$ cat src/rtl/uart_pkg.sv
// Shared constants for the UART FIFO slice.
//   UART_DATA_WIDTH / UART_ADDR_WIDTH : default word and address widths.
//   fifo_mode_e                       : read-mode encodings for the FWFT parameter.
package uart_pkg;

    localparam int unsigned UART_DATA_WIDTH = 8;
    localparam int unsigned UART_ADDR_WIDTH = 4;

    typedef enum logic {
        MODE_STD  = 1'b0,
        MODE_FWFT = 1'b1
    } fifo_mode_e;

endpackage

$ cat src/rtl/uart_fifo_ctrl_if.sv
// Handshake/status bundle between a UART FIFO and its user (shifter or SFR side).
//   master : the user; drives flush, write/read requests, thresholds, err_clr.
//   slave  : the FIFO; drives read data, valid, occupancy and status flags.
interface uart_fifo_ctrl_if
    import uart_pkg::*;
#(
    parameter int unsigned DATA_WIDTH = UART_DATA_WIDTH,
    parameter int unsigned ADDR_WIDTH = UART_ADDR_WIDTH
);

    logic                  flush;
    logic                  w_en;
    logic [DATA_WIDTH-1:0] w_data;
    logic                  r_en;
    logic [DATA_WIDTH-1:0] r_data;
    logic                  r_valid;
    logic                  full;
    logic                  empty;
    logic                  almost_full;
    logic                  almost_empty;
    logic [ADDR_WIDTH:0]   af_thresh;
    logic [ADDR_WIDTH:0]   ae_thresh;
    logic [ADDR_WIDTH:0]   count;
    logic                  overflow;
    logic                  underflow;
    logic                  err_clr;

    modport master (
        output flush, w_en, w_data, r_en, af_thresh, ae_thresh, err_clr,
        input  r_data, r_valid, full, empty, almost_full, almost_empty, count,
               overflow, underflow
    );

    modport slave (
        input  flush, w_en, w_data, r_en, af_thresh, ae_thresh, err_clr,
        output r_data, r_valid, full, empty, almost_full, almost_empty, count,
               overflow, underflow
    );

endinterface

$ cat src/rtl/uart_fifo_mem.sv
// 1W1R register array for the UART FIFO.
//   clk   : write clock.
//   we    : write enable; waddr/wdata captured on the rising edge.
//   raddr : asynchronous read address; rdata follows it combinationally.
module uart_fifo_mem
    import uart_pkg::*;
#(
    parameter int unsigned DATA_WIDTH = UART_DATA_WIDTH,
    parameter int unsigned ADDR_WIDTH = UART_ADDR_WIDTH
) (
    input  logic                  clk,
    input  logic                  we,
    input  logic [ADDR_WIDTH-1:0] waddr,
    input  logic [DATA_WIDTH-1:0] wdata,
    input  logic [ADDR_WIDTH-1:0] raddr,
    output logic [DATA_WIDTH-1:0] rdata
);

    logic [DATA_WIDTH-1:0] mem_q [2**ADDR_WIDTH];

    // Contents are deliberately not reset.
    always_ff @(posedge clk) begin
        if (we) begin
            mem_q[waddr] <= wdata;
        end
    end

    assign rdata = mem_q[raddr];

endmodule

$ cat src/rtl/uart_fifo_ctrl.sv
// Parametrised synchronous FIFO for the 8051 UART TX/RX paths.
//   clk, rst : single clock; synchronous active-high reset.
//   bus      : slave side of uart_fifo_ctrl_if (write/read handshake, flush,
//              thresholds, occupancy, almost/full/empty and sticky error flags).
// FWFT = MODE_STD gives a registered read with 1-cycle latency; MODE_FWFT shows the
// head entry combinationally with r_valid = !empty.
module uart_fifo_ctrl
    import uart_pkg::*;
#(
    parameter int unsigned DATA_WIDTH = UART_DATA_WIDTH,
    parameter int unsigned ADDR_WIDTH = UART_ADDR_WIDTH,
    parameter int unsigned FIFO_DEPTH = 2 ** ADDR_WIDTH,
    parameter int unsigned FWFT       = int'(MODE_STD)
) (
    input logic            clk,
    input logic            rst,
    uart_fifo_ctrl_if.slave bus
);

    localparam int unsigned PtrW = ADDR_WIDTH + 1;

    logic [PtrW-1:0]       w_ptr_q, w_ptr_d;
    logic [PtrW-1:0]       r_ptr_q, r_ptr_d;
    logic [PtrW-1:0]       count_q, count_d;
    logic                  full_q, empty_q, af_q, ae_q;
    logic                  ovf_q, ovf_d, unf_q, unf_d;
    logic                  wr_acc, rd_acc, mem_we;
    logic [DATA_WIDTH-1:0] mem_rdata;

    always_comb begin
        wr_acc  = bus.w_en && !full_q;
        rd_acc  = bus.r_en && !empty_q;
        w_ptr_d = w_ptr_q;
        r_ptr_d = r_ptr_q;
        if (bus.flush) begin
            w_ptr_d = '0;
            r_ptr_d = '0;
        end else begin
            if (wr_acc) w_ptr_d = w_ptr_q + PtrW'(1);
            if (rd_acc) r_ptr_d = r_ptr_q + PtrW'(1);
        end
        // Pointers carry one extra bit, so the difference is the true occupancy.
        count_d = w_ptr_d - r_ptr_d;
        // A new error wins over a simultaneous clear; flush suppresses error detection.
        ovf_d = (ovf_q && !bus.err_clr) || (bus.w_en && full_q && !bus.flush);
        unf_d = (unf_q && !bus.err_clr) || (bus.r_en && empty_q && !bus.flush);
    end

    assign mem_we = wr_acc && !bus.flush && !rst;

    always_ff @(posedge clk) begin
        if (rst) begin
            w_ptr_q <= '0;
            r_ptr_q <= '0;
            count_q <= '0;
            full_q  <= 1'b0;
            empty_q <= 1'b1;
            af_q    <= 1'b0;
            ae_q    <= 1'b1;
            ovf_q   <= 1'b0;
            unf_q   <= 1'b0;
        end else begin
            w_ptr_q <= w_ptr_d;
            r_ptr_q <= r_ptr_d;
            count_q <= count_d;
            full_q  <= (count_d == PtrW'(FIFO_DEPTH));
            empty_q <= (w_ptr_d == r_ptr_d);
            // Thresholds are live inputs, compared every cycle.
            af_q    <= (count_d >= bus.af_thresh);
            ae_q    <= (count_d <= bus.ae_thresh);
            ovf_q   <= ovf_d;
            unf_q   <= unf_d;
        end
    end

    uart_fifo_mem #(
        .DATA_WIDTH (DATA_WIDTH),
        .ADDR_WIDTH (ADDR_WIDTH)
    ) u_mem (
        .clk   (clk),
        .we    (mem_we),
        .waddr (w_ptr_q[ADDR_WIDTH-1:0]),
        .wdata (bus.w_data),
        .raddr (r_ptr_q[ADDR_WIDTH-1:0]),
        .rdata (mem_rdata)
    );

    if (FWFT == int'(MODE_FWFT)) begin : g_fwft
        assign bus.r_data  = mem_rdata;
        assign bus.r_valid = !empty_q;
    end else begin : g_std
        logic [DATA_WIDTH-1:0] r_data_q;
        logic                  r_valid_q;

        always_ff @(posedge clk) begin
            if (rst) begin
                r_data_q  <= '0;
                r_valid_q <= 1'b0;
            end else begin
                r_valid_q <= rd_acc && !bus.flush;
                if (rd_acc && !bus.flush) begin
                    r_data_q <= mem_rdata;
                end
            end
        end

        assign bus.r_data  = r_data_q;
        assign bus.r_valid = r_valid_q;
    end

    assign bus.full         = full_q;
    assign bus.empty        = empty_q;
    assign bus.almost_full  = af_q;
    assign bus.almost_empty = ae_q;
    assign bus.count        = count_q;
    assign bus.overflow     = ovf_q;
    assign bus.underflow    = unf_q;

endmodule

$ cat src/flat_wrapper.sv
// flat-port wrapper written by rule: the top's interface ports become plain ports
module uart_fifo_ctrl_flat import uart_pkg::*;
#(
    parameter int unsigned DATA_WIDTH = UART_DATA_WIDTH,
    parameter int unsigned ADDR_WIDTH = UART_ADDR_WIDTH,
    parameter int unsigned FIFO_DEPTH = 2 ** ADDR_WIDTH,
    parameter int unsigned FWFT       = int'(MODE_STD)
)
  (clk, rst, bus_flush, bus_w_en, bus_w_data, bus_r_en, bus_af_thresh, bus_ae_thresh, bus_err_clr, bus_r_data, bus_r_valid, bus_full, bus_empty, bus_almost_full, bus_almost_empty, bus_count, bus_overflow, bus_underflow);
  uart_fifo_ctrl_if #(.DATA_WIDTH(DATA_WIDTH), .ADDR_WIDTH(ADDR_WIDTH)) bus_i ();
  input logic clk;
  input logic rst;
  input wire logic [$bits(bus_i.flush)-1:0] bus_flush;
  input wire logic [$bits(bus_i.w_en)-1:0] bus_w_en;
  input wire logic [$bits(bus_i.w_data)-1:0] bus_w_data;
  input wire logic [$bits(bus_i.r_en)-1:0] bus_r_en;
  input wire logic [$bits(bus_i.af_thresh)-1:0] bus_af_thresh;
  input wire logic [$bits(bus_i.ae_thresh)-1:0] bus_ae_thresh;
  input wire logic [$bits(bus_i.err_clr)-1:0] bus_err_clr;
  output wire logic [$bits(bus_i.r_data)-1:0] bus_r_data;
  output wire logic [$bits(bus_i.r_valid)-1:0] bus_r_valid;
  output wire logic [$bits(bus_i.full)-1:0] bus_full;
  output wire logic [$bits(bus_i.empty)-1:0] bus_empty;
  output wire logic [$bits(bus_i.almost_full)-1:0] bus_almost_full;
  output wire logic [$bits(bus_i.almost_empty)-1:0] bus_almost_empty;
  output wire logic [$bits(bus_i.count)-1:0] bus_count;
  output wire logic [$bits(bus_i.overflow)-1:0] bus_overflow;
  output wire logic [$bits(bus_i.underflow)-1:0] bus_underflow;
  assign bus_i.flush = bus_flush;
  assign bus_i.w_en = bus_w_en;
  assign bus_i.w_data = bus_w_data;
  assign bus_i.r_en = bus_r_en;
  assign bus_i.af_thresh = bus_af_thresh;
  assign bus_i.ae_thresh = bus_ae_thresh;
  assign bus_i.err_clr = bus_err_clr;
  assign bus_r_data = bus_i.r_data;
  assign bus_r_valid = bus_i.r_valid;
  assign bus_full = bus_i.full;
  assign bus_empty = bus_i.empty;
  assign bus_almost_full = bus_i.almost_full;
  assign bus_almost_empty = bus_i.almost_empty;
  assign bus_count = bus_i.count;
  assign bus_overflow = bus_i.overflow;
  assign bus_underflow = bus_i.underflow;
  uart_fifo_ctrl #(.DATA_WIDTH(DATA_WIDTH), .ADDR_WIDTH(ADDR_WIDTH), .FIFO_DEPTH(FIFO_DEPTH), .FWFT(FWFT)) u_core (.clk(clk), .rst(rst), .bus(bus_i));
endmodule
$ cat config.mk
export PLATFORM = sky130hd
export DESIGN_NAME = uart_fifo_ctrl_flat
export DESIGN_NICKNAME = d
export VERILOG_FILES = /design/src/rtl/uart_pkg.sv /design/src/rtl/uart_fifo_ctrl_if.sv /design/src/rtl/uart_fifo_mem.sv /design/src/rtl/uart_fifo_ctrl.sv /design/src/flat_wrapper.sv
export SDC_FILE = /design/constraint.sdc
export NUM_CORES = 1
export LEC_CHECK = 0
export ABC_AREA = 0
export CORE_ASPECT_RATIO = 0.9
export CORE_MARGIN = 5
export CORE_UTILIZATION = 30
export CTS_CLUSTER_DIAMETER = 80
export DETAILED_ROUTE_END_ITERATION = 12
export DONT_BUFFER_PORTS = 1
export PLACE_DENSITY_LB_ADDON = 0.2
export SLEW_MARGIN = 20
export SYNTH_ARGS = -nofsm -noshare
export SYNTH_HDL_FRONTEND = slang
export SYNTH_SLANG_ARGS = --single-unit
$ cat constraint.sdc
create_clock -name clk -period 9.6 [get_ports clk]
set_clock_uncertainty 0.15 [all_clocks]
set_input_delay 1.92 -clock clk [delete_from_list [all_inputs] [get_ports clk]]
set_output_delay 1.92 -clock clk [all_outputs]
set_load 0.01 [all_outputs]
# ---- After elaboration in Yosys (flattened, before gate mapping)
# Memory sizes are Yosys's and may differ from the RTL's. A register that Yosys moved wholly into a read port is not among the register bits.
# Cells that the tools add are included.
dict set report word_totals {
  ff_bits 22
  latch_bits 0
  mem_bits_rw 128
  romBits 0
  in_bits 24
  out_inout_bits 20
  word_cells 42
  mem_count 1
}
dict set report op_classes {
  add_sub_neg 3
  mul 0
  div_mod_pow 0
  n_lt_le_gt_ge 2
  eq_ne 2
  shifts 0
  mux 6
  bitwise 0
  reduce_logical 18
}
# memory words word_bits rd rd_clocked_by_memory_dff write_ports line
set mem_list {}
lappend mem_list {u_core.u_mem.mem_q 16 8 1 1 1 uart_fifo_mem.sv:19} ;# logic [DATA_WIDTH-1:0] mem_q [2**ADDR_WIDTH];
# operator count
set op_table {}
lappend op_table {{5-bit two-way mux} 4}
lappend op_table {{1-bit logical AND} 11}
lappend op_table {{5-bit by 1-bit adder with 5-bit output (second input constant)} 2}
lappend op_table {{5-bit == test} 1}
lappend op_table {{5-bit == test (second input constant)} 1}
lappend op_table {{5-bit >= comparator} 1}
lappend op_table {{5-bit <= comparator} 1}
lappend op_table {{1-bit logical NOT} 5}
lappend op_table {{5-bit subtractor} 1}
lappend op_table {{1-bit logical OR} 2}
lappend op_table {{1-bit two-way mux} 2}

# ---- Longest topological paths before layout
# Gate-level depths: netlist (run 1).
dict set report depth {
  word_depth 6
  mapped_depth 16
  ltp_nobuf 15
}

# ---- By module
# A second synthesis (run 1) with hierarchy kept.
dict set report unflattened {
  cells_unflattened 408
  hier_area_um2 6660.1
}
# mod n_inst cells_each area_per_inst_um2 seq_area_each_um2
set by_module_without_submodules {}
lappend by_module_without_submodules {uart_fifo_mem 1 221 4987.3 3843.7}
lappend by_module_without_submodules {uart_fifo_ctrl 1 187 1672.9 600.6}

# ---- Worst setup path before layout (run 1)
# OpenSTA, ideal clock, no wires.
dict set report synth_path {
  kind {input to register}
  startpoint {in bus_flush}
  endpoint {reg u_core.af_q (netlist: u_core.bus.almost_full)}
  setup_ns 0.138
  t_arrival_ns 4.494
  t_required_ns 9.312
  path_slack_ns 4.818
  stages 15
  path_buffers 2
  cell_sequence {clkbuf_1 -> inv_1 -> buf_2 -> o21ai_0 -> ha_1 -> inv_1 -> fa_1 -> a21boi_0 -> o21ai_0 -> nand2_1 -> ha_1 -> inv_1 -> nor4_1 -> a2111oi_0 -> a31oi_1}
}
dict set report synth_between {
  elab_chain_cells 3
  elab_cells_between_ends 4
  cone_classes {1 x add/sub; 1 x order compare; 2 x mux}
}
# element line
set synth_lines {}
lappend synth_lines {{start, declared} flat_wrapper.sv:13} ;# input wire logic [$bits(bus_i.flush)-1:0] bus_flush;
lappend synth_lines {{5-bit two-way mux} uart_fifo_ctrl.sv:35} ;# if (bus.flush) begin
lappend synth_lines {{5-bit subtractor (*)} uart_fifo_ctrl.sv:43} ;# count_d = w_ptr_d - r_ptr_d;
lappend synth_lines {{named net u_core.count_d[4]} uart_fifo_ctrl.sv:24} ;# logic [PtrW-1:0] count_q, count_d;
lappend synth_lines {{5-bit >= comparator (*)} uart_fifo_ctrl.sv:69} ;# af_q <= (count_d >= bus.af_thresh);
lappend synth_lines {{end signal, assigned} uart_fifo_ctrl.sv:69}
lappend synth_lines {{end, declared} uart_fifo_ctrl.sv:25} ;# logic full_q, empty_q, af_q, ae_q;
# Mark *: on every way through the listed nets, which the timed path passes. The rest lies on a longest branch.
# A chain may end at the register's enable or synchronous reset.

# ---- Final worst setup path (run 1)
dict set report layout_path {
  startpoint {in bus_r_en}
  endpoint {reg u_core.af_q (netlist: u_core.bus.almost_full)}
}
dict set report layout_between {
  elab_chain_cells 5
}
# element line
set layout_lines {}
lappend layout_lines {{start, declared} flat_wrapper.sv:16} ;# input wire logic [$bits(bus_i.r_en)-1:0] bus_r_en;
lappend layout_lines {{1-bit logical AND} uart_fifo_ctrl.sv:32} ;# rd_acc = bus.r_en && !empty_q;
lappend layout_lines {{5-bit two-way mux} uart_fifo_ctrl.sv:40} ;# if (rd_acc) r_ptr_d = r_ptr_q + PtrW'(1);
lappend layout_lines {{5-bit two-way mux} uart_fifo_ctrl.sv:35}
lappend layout_lines {{named net u_core.r_ptr_d[0]} uart_fifo_ctrl.sv:23} ;# logic [PtrW-1:0] r_ptr_q, r_ptr_d;
lappend layout_lines {{5-bit subtractor} uart_fifo_ctrl.sv:43}
lappend layout_lines {{named net u_core.count_d[2]} uart_fifo_ctrl.sv:24}
lappend layout_lines {{5-bit >= comparator} uart_fifo_ctrl.sv:69}
# The timed path passes the listed nets, and every way through them passes these cells.

==> results.md, run 1 <==
* ANT cells at 0
* Initial Util at between 30% and 40%
* IO Pins at between 40 and 50
* DP Cell Count at around 700
* Final net count at 453
* PostCTS Resize Cnt at 0
* Final non-filler cell total at around 720
* Slew @ Worst Pin at between 1 and 1.5 ns
* DRT antenna net count at 0
* Port Buffer Count at 0
* Arrival @ worst endpoint at 4.86 ns
* Yosys cell types at 50
* Vias in the first global route at around 3600
* Overall die width at between 150 and 200 um
* Final Hold Vio Count at 0
* Syn nets at ~450
* Final Cycle Share at 49.3%
* Most numerous cell in the Yosys netlist: edfxtp_1
* Core box area at 21800 sq um
* Maximum vdd drop at 0.103 mV
* Max stage delay on crit path at 0.44 ns
* Die area at between 20000 and 30000 sq um
* TritonCTS clock tree: built
* Slowest-stage cell, CP: fa_1
* Final WS setup at around 4.9 ns
* Final Wtd Congestion at about 0.75
* Final setup fails at 0
* Total Power at 1440 uW
* Crit path max-delay family: compound AO/OA/AOI/OAI gates
* RSZ-0062 raised after global routing: false
* Min cycle time layout at about 4.7 ns
* Lkg Pwr at roughly 0.0024 uW
* Skew-Pair Late Insertion Delay at roughly 0.42 ns
* WL met1 at ~6800 um
* Residual DRC count at 0
* Synth area leaders: edfxtp_1 58%, mux4_2 11%, dfxtp_1 9.0%
* Initial DRC Count at between 200 and 300
* Largest net degree at the start of global routing at 36
* Dpl ws at roughly 4.5 ns
* Final core occ at about a third
* Setup bufs post-CTS at 0
* Dominant synthesized flop cell: edfxtp_1
* DIE HEIGHT at 152 um
* Routed wl met3 at around 760 um
* Outcome: completed
* Crit path capture type: flop
* Power per cell area at between 150 and 200 nW/um^2
* Synth-to-layout area growth at 13.3%
* Req. time, crit path at approximately 9.7 ns
* Post-synth EDFFs at 128
* Asr flop ratio synth at 0%
* Via count at about 3500
* First-pass GRT wire length at ~23000 um
* Type of the worst min-delay path: reg -> reg
* Yosys warns at 0
* Max cap viols at 0
* Cell Rows at between 50 and 60
* Antenna violations before repair at 0
* Maximum clock rate at around 0.21 GHz
* TritonRoute pass-1 iters at 4
* WL per Instance at 21.0 um
* CTS Sinks at ~160
* H-tree levels at 4
* Share of layout cells above drive strength 1 at 18.9%
* Register area share after synthesis at ~67%
* CTS buffer count at 17
* Slew Limit Fails at 0
* All-Layer GR Usage at between 10 and 15%
* Crit-path cells: nor2b_1, xnor2_1, nor2_1, ha_1, inv_1, fa_1, xor2_1, ha_1, a21oi_1, a2111oi_0, a2111oi_0, a31oi_1
* Crit path max fanout at 5
* Synth Cell Area at about 6700 sq um
* Yosys top cell by area: edfxtp_1
* CP Launch Type: input port
* CTS Hold Bufs at 0
* Routed WL at 15000 um
* Clock Tree Root: clkbuf_16
* Relative slew slack at 23.3%
* DR vias/cell at slightly below 5
* Synth top area share at between 50% and 60%
* Crit Path Category: in -> reg
* Setup tns final at 0 ns
* GRT overflow at 0
* Synthesized instance count at around 410
* Post-Syn Area per Cell at 16.3 sq um
* Met2 WL post-DR at between 7000 and 8000 um
* Most frequent cells after synthesis: 128 x edfxtp_1, 32 x mux4_2, 30 x dfxtp_1, 30 x nand2_1, 25 x nor2_1
* Worst Path Buf+Inv at 1
* Clk buf depth at 2
* Register clock-pin slew on the reported worst setup and hold paths at 0.06 ns
* Placed wire-length estimate at around 9800 um
* DR top layer: met4
* Register bit total from synthesis at 158
metal layers:
layer  up-vias  GRT usage [%]
met3        13           3.71
met4         0           4.46
met5         -              0
met1      1766           15.6
li1       1612              -
met2        74           20.5
tightest hold or removal path, delay by kind of cell (launching register included):
kind             cells  cell delay, ns
AO/OA/AOI/OAI        1            0.06
flip-flops           1            0.34
AND/OR/NAND/NOR      1            0.06
power by group:
part           total, uW  leakage [uW]  internal (uW)  switching [uW]
Sequential           748       0.00139            744            4.43
Combinational       35.1      0.000749           15.8            19.3
Clock                654      0.000276            381             273
sequential cells by signal (all words and copies together) (netlist names):
register                 count
u_core.bus.almost_empty      1
u_core.bus.overflow          1
u_core.bus.empty             1
u_core.u_mem.mem_q         128
u_core.bus.r_data            8
u_core.w_ptr_q               5
u_core.bus.almost_full       1
u_core.bus.underflow         1
u_core.bus.full              1
u_core.r_ptr_q               5
u_core.bus.count             5
u_core.bus.r_valid           1
cell type report:
cell class / count / area (sq um)
Timing Repair Buffer: 3 / 22.5
Sequential cell: 158 / 4450
Multi-Input combinational cell: 216 / 2110
Fill cell: 2042 / 14200
Clock inverter: 15 / 145
Tap cell: 291 / 364
Inverter: 15 / 56.3
Clock buffer: 17 / 425
layout by cell type, fill, tap and decap left out, types with 4 or more instances in the layout:
cell       count
ha_1          17
and2_1         4
nand2_1       30
nor3_1        10
nor2_1        20
edfxtp_1     128
dfxtp_1       29
nand3_1        5
nor2_2         5
clkbuf_16     17
inv_1         15
mux4_1         8
a21oi_1       16
o21ai_0        9
nand2b_1       7
o21a_1         4
mux4_2        32
cells by family (layout without fill, tap and decap cells):
kind of cell	count (synthesis)	count (layout)	share of synthesized area, %
compound gates	51	51	5.09
xor+xnor	6	6	0.993
fa+ha+maj	18	18	3.48
buf+inv	35	50	2.30
flops	158	158	66.5
mux	42	42	14.2
simple gates	99	99	7.36
final timing paths:
path / startpoint / end / slack [ns] / cells after the start
setup reg to reg: u_core.r_ptr_q[0]$_SDFF_PP0_ / u_core.bus.almost_full$_SDFF_PP0_ / 5.19 / 14
setup / recovery: bus_r_en / u_core.bus.almost_full$_SDFF_PP0_ / 4.87 / 12
hold / removal: u_core.bus.r_data[6]$_SDFFE_PP0P_ / u_core.bus.r_data[6]$_SDFFE_PP0P_ / 0.35 / 2
hold reg to reg: u_core.bus.r_data[6]$_SDFFE_PP0P_ / u_core.bus.r_data[6]$_SDFFE_PP0P_ / 0.35 / 2
metrics by stage:
stage          instance area [sq um]  hold slack [ns]
2_1_floorplan                   6680            0.331
5_1_grt                         7570            0.381
4_1_cts                         7560            0.356
3_3_place_gp                    6990            0.344
3_5_place_dp                    6990            0.347
6_report                        7570            0.353
Note: power is estimated with default switching activity, not from simulation.
==> run 2: changes to the inputs <==
- clock period: 9.6 -> 4.6 ns (I/O delays scaled with it)
==> run 2 against run 1 <==
Effect of this change:
- worst hold slack got worse by 0.0011 ns
- clock-buffer cell count did not move
- global-route usage fell by 0.18 points
- clock power rose by 110%
- routed wire length fell by 1.3%
- highest routed layer unchanged
- largest cell class unchanged
- design area rose by 0.60%
==> results.md, run 2 (same netlist as run 1, synthesis figures left out) <==
* Outcome: completed
* Largest net degree at the start of global routing at 33
* All-Layer GR Usage at around an eighth
* Antenna violations before repair at 0
* Placed wire-length estimate at between 9000 and 10000 um
* GRT overflow at 0
* Final Hold Vio Count at 0
* Routed WL at approximately 15000 um
* Via count at around 3500
* Slew @ Worst Pin at 1.13 ns
* Register clock-pin slew on the reported worst setup and hold paths at ~0.06 ns
* DP Cell Count at between 600 and 700
* First-pass GRT wire length at 22800 um
* IO Pins at 44
* Port Buffer Count at 0
* Max stage delay on crit path at between 0.4 and 0.5 ns
* ANT cells at 0
* CTS Sinks at roughly 160
* R2R depth at 13
* Max cap viols at 0
* Crit path max fanout at 5
* R2R setup slack at 0.90 ns
* Die area at roughly 25000 sq um
* TritonRoute pass-1 iters at 4
* Overall die width at roughly 170 um
* DIE HEIGHT at between 150 and 200 um
* CP Launch Type: input port
* Skew-Pair Late Insertion Delay at between 0.4 and 0.5 ns
* Commonest non-fill, non-tap cell in the layout: edfxtp_1
* Top reg by flops: u_core.u_mem.mem_q
* Core box area at between 20000 and 25000 sq um
* Final Wtd Congestion at 0.762
* Crit path capture type: flop
* DR vias/cell at between 4 and 5
* Clk buf depth at 2
* Cell Rows at between 50 and 60
* Hold Crit Endpoint: u_core.bus.r_data[6]$_SDFFE_PP0P_
* Worst reg2reg startpoint: u_core.r_ptr_q[3]$_SDFF_PP0_
* Final setup fails at 0
* Final core occ at between 30% and 40%
* Total Power at around 3000 uW
* Largest register FFs at ~130
* Initial DRC Count at a little under 200
* Initial Util at a little under a third
* H-tree levels at 4
* CTS Hold Bufs at 0
* Maximum clock rate at about 0.27 GHz
* Hold path depth at 2
* Req. time, crit path at 4.73 ns
* Crit path max-delay family: compound AO/OA/AOI/OAI gates
* Clock Tree Root: clkbuf_16
* Vias in the first global route at 3529
* WL per Instance at 20.5 um
* Relative slew slack at between 20% and 30%
* CTS buffer count at 17
* Worst reg2reg path endpoint: u_core.bus.almost_full$_SDFF_PP0_
* Arrival @ worst endpoint at around 3.9 ns
* Type of the worst min-delay path: reg -> reg
* PostCTS Resize Cnt at 0
* Crit Path Category: in -> reg
* Crit-path cells: nor2b_1, xnor2_1, nor2_1, ha_1, inv_1, fa_1, xor2_1, ha_1, a21oi_1, a2111oi_0, a2111oi_0, a31oi_1
* Final Cycle Share at between 80% and 90%
* Start point of the worst hold path: u_core.bus.r_data[6]$_SDFFE_PP0P_
* Final net count at 460
* Fillers at around 2100
* Lkg Pwr at roughly 0.0024 uW
* Setup bufs post-CTS at 0
* Multi-input gate area at between 2000 and 2500 sq um
* Power per cell area at roughly 400 nW/um^2
* Setup tns final at 0 ns
* Min cycle time layout at between 3 and 4 ns
* Synth-to-layout area growth at 14.0%
* Residual DRC count at 0
* Share of layout cells above drive strength 1 at between 10% and 20%
* Slowest-stage cell, CP: fa_1
* DRT antenna net count at 0
* RSZ-0062 raised after global routing: false
* Maximum vdd drop at around 0.25 mV
* Slew Limit Fails at 0
* Most frequent cells in the layout: 128 x edfxtp_1, 32 x mux4_2, 30 x nand2_1
* Worst Path Buf+Inv at 1
* Final non-filler cell total at approximately 720
* FF+latch area at 4450 sq um
* TritonCTS clock tree: built
[run 2: cell types whose count changed in the layout (fill, tap and decap cells not counted), moves of 3 or more]
cell,previous run,this run
nor2_2,5,1
buf_4,3,10
nor2_1,20,24
clkinvlp_4,2,5
nor3_2,3,0
clkinv_2,3,0
nor3_1,10,13
[run 2: layout make-up]
cell class	instances	share of cell area, %
flip-flops and latches	158	58.4
inverters	15	0.740
clock buffers	17	5.59
clock inverters	15	2.14
well taps	291	4.78
multi-input cells	216	27.4
repair buffers	10	0.986
[run 2: worst reg2reg max path: stages, from the launching register on]
cell and delay (ns):
dfxtp_1 0.72, o21ai_0 0.20, buf_4 0.20, a21o_1 0.16, ha_1 0.32, a21oi_1 0.21
a21boi_0 0.25, o21ai_0 0.19, nand2_1 0.18, ha_1 0.24, inv_1 0.13, a2111oi_0 0.08
a2111oi_0 0.40, a31oi_1 0.14
[run 2: metal layers]
| metal | up-vias | part of all wire [%] | track usage, % |
|---|---|---|---|
| met3 | 15 | 4.9 | 3.27 |
| met4 | 0 | 1.3 | 3.98 |
| li1 | 1626 | - | - |
| met1 | 1778 | 47 | 16.6 |
| met5 | - | 0 | 0 |
| met2 | 69 | 47 | 19.3 |
[run 2: worst max-delay path by stage]
stage,slack [ns],start,endpoint,cells after the start
2_1_floorplan,0.82,bus_flush,u_core.bus.almost_full$_SDFF_PP0_,15
4_1_cts,0.88,bus_r_en,u_core.bus.almost_full$_SDFF_PP0_,12
3_3_place_gp,0.59,bus_r_en,u_core.bus.almost_full$_SDFF_PP0_,12
3_5_place_dp,0.44,bus_r_en,u_core.bus.almost_full$_SDFF_PP0_,12
6_report,0.84,bus_r_en,u_core.bus.almost_full$_SDFF_PP0_,12
5_1_grt,0.58,u_core.r_ptr_q[3]$_SDFF_PP0_,u_core.bus.almost_full$_SDFF_PP0_,13
[run 2: power by group]
| group | internal, uW | switching, uW | leakage (uW) | total [uW] |
|---|---|---|---|---|
| clock network | 805 | 584 | 0.000270 | 1390 |
| registers | 1550 | 8.49 | 0.00139 | 1560 |
| logic | 34.0 | 41.1 | 0.000770 | 75.1 |
| total | 2390 | 634 | 0.00244 | 3020 |
[run 2: through the flow]
stage	setup WS (ns)	cell area [sq um]	hold slack, ns
finish	0.845	7610	0.352
global route	0.579	7610	0.375
CTS	0.875	7610	0.358
detailed placement	0.439	7020	0.349
global placement	0.593	7020	0.343
floorplan	0.818	6680	0.331
